<file path="src/rtl/ddr3_dqs_delay_trainer.sv">
// ddr3_dqs_delay_trainer: centres one DDR3 DQS lane by stepping its IOD RX delay line on eye-monitor flags
module ddr3_dqs_delay_trainer #(
  parameter int INIT_TAP      = 1,
  parameter int MAX_TAP       = 127,
  parameter int SETTLE_CYCLES = 8,
  parameter int LOCK_COUNT    = 4,
  parameter int MAX_ITER      = 255
) (
  input  logic       FAB_CLK,
  input  logic       ARST_N,
  input  logic       start,
  input  logic       EYE_MONITOR_EARLY,
  input  logic       EYE_MONITOR_LATE,
  input  logic       DELAY_LINE_OUT_OF_RANGE,
  output logic       DELAY_LINE_LOAD,
  output logic       DELAY_LINE_MOVE,
  output logic       DELAY_LINE_DIRECTION,
  output logic       EYE_MONITOR_CLEAR_FLAGS,
  output logic       busy,
  output logic       done,
  output logic       error,
  output logic [1:0] err_code,
  output logic [7:0] tap_pos
);
  typedef enum logic [2:0] {IDLE, LOAD, CLEAR, SETTLE, SAMPLE, MOVE, DONE, ERROR} state_t;
  localparam logic [7:0] TAP_INIT    = 8'(INIT_TAP);
  localparam logic [7:0] TAP_MAX     = 8'(MAX_TAP);
  localparam logic [7:0] SETTLE_LAST = 8'(SETTLE_CYCLES - 1);
  localparam logic [7:0] LOCK_LIM    = 8'(LOCK_COUNT);
  localparam logic [7:0] ITER_LIM    = 8'(MAX_ITER);
  state_t     state, nxt;
  logic [7:0] settle_cnt, lock_cnt, iter_cnt;
  logic       dir_nxt, early, late, clean;
  logic [1:0] code_nxt;
  assign early = EYE_MONITOR_EARLY & ~EYE_MONITOR_LATE;
  assign late  = EYE_MONITOR_LATE & ~EYE_MONITOR_EARLY;
  assign clean = ~EYE_MONITOR_EARLY & ~EYE_MONITOR_LATE;
  always_ff @(posedge FAB_CLK or negedge ARST_N)
    if (!ARST_N) state <= IDLE;
    else state <= nxt;
  always_comb begin
    nxt      = state;
    dir_nxt  = DELAY_LINE_DIRECTION;
    code_nxt = err_code;
    case (state)
      IDLE, DONE, ERROR: if (start) begin
        nxt      = LOAD;
        code_nxt = 2'd0;
      end
      LOAD:   nxt = CLEAR;
      CLEAR:  nxt = SETTLE;
      SETTLE: nxt = settle_cnt == SETTLE_LAST ? SAMPLE : SETTLE;
      SAMPLE:
        if (DELAY_LINE_OUT_OF_RANGE) begin
          nxt      = ERROR;
          code_nxt = 2'd2;
        end else if (iter_cnt + 8'd1 == ITER_LIM) begin
          nxt      = ERROR;
          code_nxt = 2'd3;
        end else if (early) begin
          dir_nxt  = 1'b1;
          nxt      = tap_pos == TAP_MAX ? ERROR : MOVE;
          code_nxt = tap_pos == TAP_MAX ? 2'd1 : err_code;
        end else if (late) begin
          dir_nxt  = 1'b0;
          nxt      = tap_pos == 8'd0 ? ERROR : MOVE;
          code_nxt = tap_pos == 8'd0 ? 2'd1 : err_code;
        end else if (clean) nxt = lock_cnt + 8'd1 == LOCK_LIM ? DONE : CLEAR;
        else nxt = CLEAR;
      MOVE:    nxt = CLEAR;
      default: nxt = IDLE;
    endcase
  end
  // Outputs are registered from the next state so each pulse is aligned with its state cycle.
  always_ff @(posedge FAB_CLK or negedge ARST_N)
    if (!ARST_N) begin
      DELAY_LINE_LOAD         <= 1'b0;
      DELAY_LINE_MOVE         <= 1'b0;
      DELAY_LINE_DIRECTION    <= 1'b0;
      EYE_MONITOR_CLEAR_FLAGS <= 1'b0;
      busy                    <= 1'b0;
      done                    <= 1'b0;
      error                   <= 1'b0;
      err_code                <= 2'd0;
      tap_pos                 <= TAP_INIT;
      settle_cnt              <= 8'd0;
      lock_cnt                <= 8'd0;
      iter_cnt                <= 8'd0;
    end else begin
      DELAY_LINE_LOAD         <= nxt == LOAD;
      DELAY_LINE_MOVE         <= nxt == MOVE;
      EYE_MONITOR_CLEAR_FLAGS <= nxt == CLEAR;
      DELAY_LINE_DIRECTION    <= dir_nxt;
      busy                    <= !(nxt inside {IDLE, DONE, ERROR});
      done                    <= nxt == DONE;
      error                   <= nxt == ERROR;
      err_code                <= code_nxt;
      settle_cnt              <= state == SETTLE ? settle_cnt + 8'd1 : 8'd0;
      if (nxt == LOAD) begin
        lock_cnt <= 8'd0;
        iter_cnt <= 8'd0;
      end else if (state == SAMPLE) begin
        iter_cnt <= iter_cnt + 8'd1;
        lock_cnt <= clean ? lock_cnt + 8'd1 : 8'd0;
      end
      if (state == LOAD) tap_pos <= TAP_INIT;
      else if (state == MOVE)
        tap_pos <= DELAY_LINE_DIRECTION ? (tap_pos == TAP_MAX ? tap_pos : tap_pos + 8'd1)
                                        : (tap_pos == 8'd0 ? tap_pos : tap_pos - 8'd1);
    end
endmodule
</file>
<file path="config.mk">
export PLATFORM = sky130hd
export DESIGN_NAME = ddr3_dqs_delay_trainer
export DESIGN_NICKNAME = d
export VERILOG_FILES = /design/src/rtl/ddr3_dqs_delay_trainer.sv
export SDC_FILE = /design/constraint.sdc
export NUM_CORES = 1
export LEC_CHECK = 0
export BUFFER_PORTS_ARGS = -buffer_cell sky130_fd_sc_hd__buf_2
export CORE_MARGIN = 1
export CORE_UTILIZATION = 30
export DETAILED_ROUTE_END_ITERATION = 10
export GPL_TIMING_DRIVEN = 1
export PLACE_DENSITY = 0.53
export SETUP_SLACK_MARGIN = 0.5
export SLEW_MARGIN = 20
export SYNTH_ARGS = -nofsm -noshare
export SYNTH_HDL_FRONTEND = slang
export SYNTH_SLANG_ARGS = --single-unit
</file>
<file path="constraint.sdc">
create_clock -name FAB_CLK -period 3.42 [get_ports FAB_CLK]
set_input_delay 0.342 -clock FAB_CLK [delete_from_list [all_inputs] [get_ports FAB_CLK]]
set_output_delay 0.342 -clock FAB_CLK [all_outputs]
set_load 0.01 [all_outputs]
</file>
==> results by group <==
Run status
  • Status: finished, final reports clean

Pwr
  • P_leak: 1.37 nW
  • Maximum vdd ir drop: 0.198 mV
  • Pwr dens: 500 mW/mm2
  • Total chip power: 1.57 mW

Timing
  • Pins Over Slew Limit: 0
  • Max-slew headroom: 61.7%
  • Final setup viols: 0
  • RSZ-0062 raised after global routing: no
  • Slew @ Worst Pin: 574 ps
  • Fin crit share: 80.3%
  • Tmin final: 2750 ps
  • Setup TNS: 0 ps
  • Hold slack: 28.3 ps
  • Final Hold Fails: 0
  • Max frequency: 364 MHz
  • Clock skew: 7.81 ps

Cells and area
  • Layout cells sized above 1: 17.3%
  • Diode count: 0
  • P&R area growth vs syn: 12.4%
  • Final #Nets: 344
  • Filler instances: 915

Drt
  • Vias/cell: 5.11
  • Initial DRC count: 78
  • Post-route ant nets: 0
  • Drt drc: 0
  • Drt wl/cell: 13.8 um
  • 1st-pass router iterations: 6
  • Routed wire length: 5980 um
  • Vias after detailed routing: 2206

Worst setup path
  • Critical Path Start Type: flop
  • Arrival time at the worst endpoint: 2960 ps
  • Crit. End Element: flop
  • Worst-path maximum fanout: 19
  • Worst R2R Path Depth: 9
  • Worst EP required: 3630 ps
  • Critical path class: flop to flop

Clocking
  • Setup repair bufs after CTS: 0
  • Hold_buf cts: 0
  • H-tree depth: 2
  • Worst skew pair latency: 300 ps
  • Total clock sinks: 44
  • Post-CTS sizing: 0
  • Worst-case clock buffer depth: 2
  • CTS tree: built
  • CTS root buffer: clkbuf_8
  • CTS Buf Count: 5
  • Worst-path clk slew: 90 ps

Global route
  • Gr usage total: 13.3%
  • Vias in the first global route: 2139
  • First-pass GRT wire length: 10400 um
  • GRT overflow: 0
  • Largest net degree at the start of global routing: 45
  • Initial antenna violation count: 0

Logic synthesis
  • Synthesized area per cell: 9.30 um2
  • Post-synthesis cell area: 0.00279 mm2
  • Yosys reg bits: 44
  • Number of synthesized flops with an enable pin: 0
  • Register area share after synthesis: 39.5%
  • Post-synth ARST share: 100%
  • Top-count cell post-synth: dfrtp_1
  • Synth Flop Type: dfrtp_1
  • Yosys top cell by area: dfrtp_1
  • Post-synth top area share: 38.6%
  • Warnings from Yosys: 0
  • Synth cell count leaders: dfrtp_1, nand2_1, nor2_1, ha_1, o21ai_0
  • Mapped Cells: 300
  • Library cells used by synthesis: 61
  • Syn_nets: 321
  • Synth area leaders: dfrtp_1, ha_1, nand2_1

Placement
  • Detailed placement HPWL: 4250 um
  • RD Place Congestion: 0.787
  • Port bufs: 22

Floorplan
  • Core Region: 0.00885 mm2
  • I/O pin count: 23
  • FP Rows: 34
  • Die Footprint: 0.00969 mm2
  • Initial cell density of the core: 31.5%
  • Die Y: 98.4 um
  • Chip width: 98.4 um

Flow run
  • Max capacitance violation total: 0

Min path
  • Min-delay worst type: primary input to async pin
==> cells by family (layout without fill, tap and decap cells) <==
family	count (synthesis)	in the layout	share of synthesized area, %
flip-flops	44	44	39.5
AND/OR/NAND/NOR	142	142	28.0
multiplexers	2	2	0.762
adder cells (fa/ha/maj)	15	15	7.00
XOR/XNOR	21	21	6.59
AO/OA/AOI/OAI	54	54	14.3
buffers and inverters	22	46	3.81
==> per-stage QoR <==
step,area (um2),utilization (%),worst slack (ps),std cells
after floorplan,2790,-,909,300
after global placement,3000,33.9,681,424
after CTS,3120,35.2,570,432
final,3140,35.4,672,432
after detailed placement,3000,33.9,585,424
after global routing,3140,35.4,504,432
==> flip-flops by register name (all words and copies together), names as in the netlist <==
register                 cells
DELAY_LINE_DIRECTION         1
state                        3
done                         1
DELAY_LINE_MOVE              1
EYE_MONITOR_CLEAR_FLAGS      1
err_code                     2
busy                         1
iter_cnt                     8
settle_cnt                   8
DELAY_LINE_LOAD              1
error                        1
lock_cnt                     8
tap_pos                      8
==> path summary, 6_finish.rpt <==
check	start	to	slack, ps
setup reg to reg	iter_cnt[0]	lock_cnt[4]	670
min in group FAB_CLK	DELAY_LINE_OUT_OF_RANGE	err_code[0]	340
hold reg to reg	settle_cnt[0]	settle_cnt[0]	460
max in group asynchronous	ARST_N	iter_cnt[3]	3000
hold / removal	ARST_N	lock_cnt[2]	30
setup / recovery	iter_cnt[0]	lock_cnt[4]	670
==> per-layer routing <==
metal  vias to the layer above  GRT usage [%]  wire (um)
met3                         4           3.19        189
met4                         0           3.79         51
met1                      1065           18.0       2950
met2                        35           21.4       2790
met5                         -              0          0
li1                       1102              -          -
==> power by group <==
group          internal [mW]  leakage [nW]  switching, mW
registers              0.591         0.587         0.0738
logic                  0.169         0.723          0.317
clock network          0.220        0.0583          0.196
==> critical path, stage by stage, from the launching register on <==
cell	delay [ps]
dfrtp_1	440
ha_2	250
and2b_1	210
or4b_1	490
a32oi_4	320
o21ai_2	110
a31oi_2	210
and4bb_1	210
buf_6	200
a311oi_2	210
==> cells in the final DEF, fill, tap and decap left out, types with 3 or more instances in the layout <==
master,synthesis,layout
a21oi_1,10,10
nor2_1,29,29
xnor2_1,12,12
o31ai_1,3,3
nand2_1,41,41
nor3_1,10,10
dfrtp_1,43,43
buf_2,0,21
nor4_1,5,5
nand4b_1,3,3
and3_1,8,8
nor2b_1,3,3
nor2_4,9,9
and2_1,4,4
clkbuf_8,0,5
inv_1,13,13
buf_4,0,3
o21ai_0,14,14
nand4_1,3,3
nand3_1,12,12
ha_1,14,13
xor2_1,9,9
==> cell type report <==
type	count	area (um2)	share of cell area, %
clock inverters	3	47.5	1.52
multi-input cells	234	1600	50.9
clock buffers	5	68.8	2.19
flip-flops and latches	44	1100	35.1
well taps	108	135	4.31
inverters	13	48.8	1.56
repair buffers	25	139	4.43
Note: power is estimated with default switching activity, not from simulation.
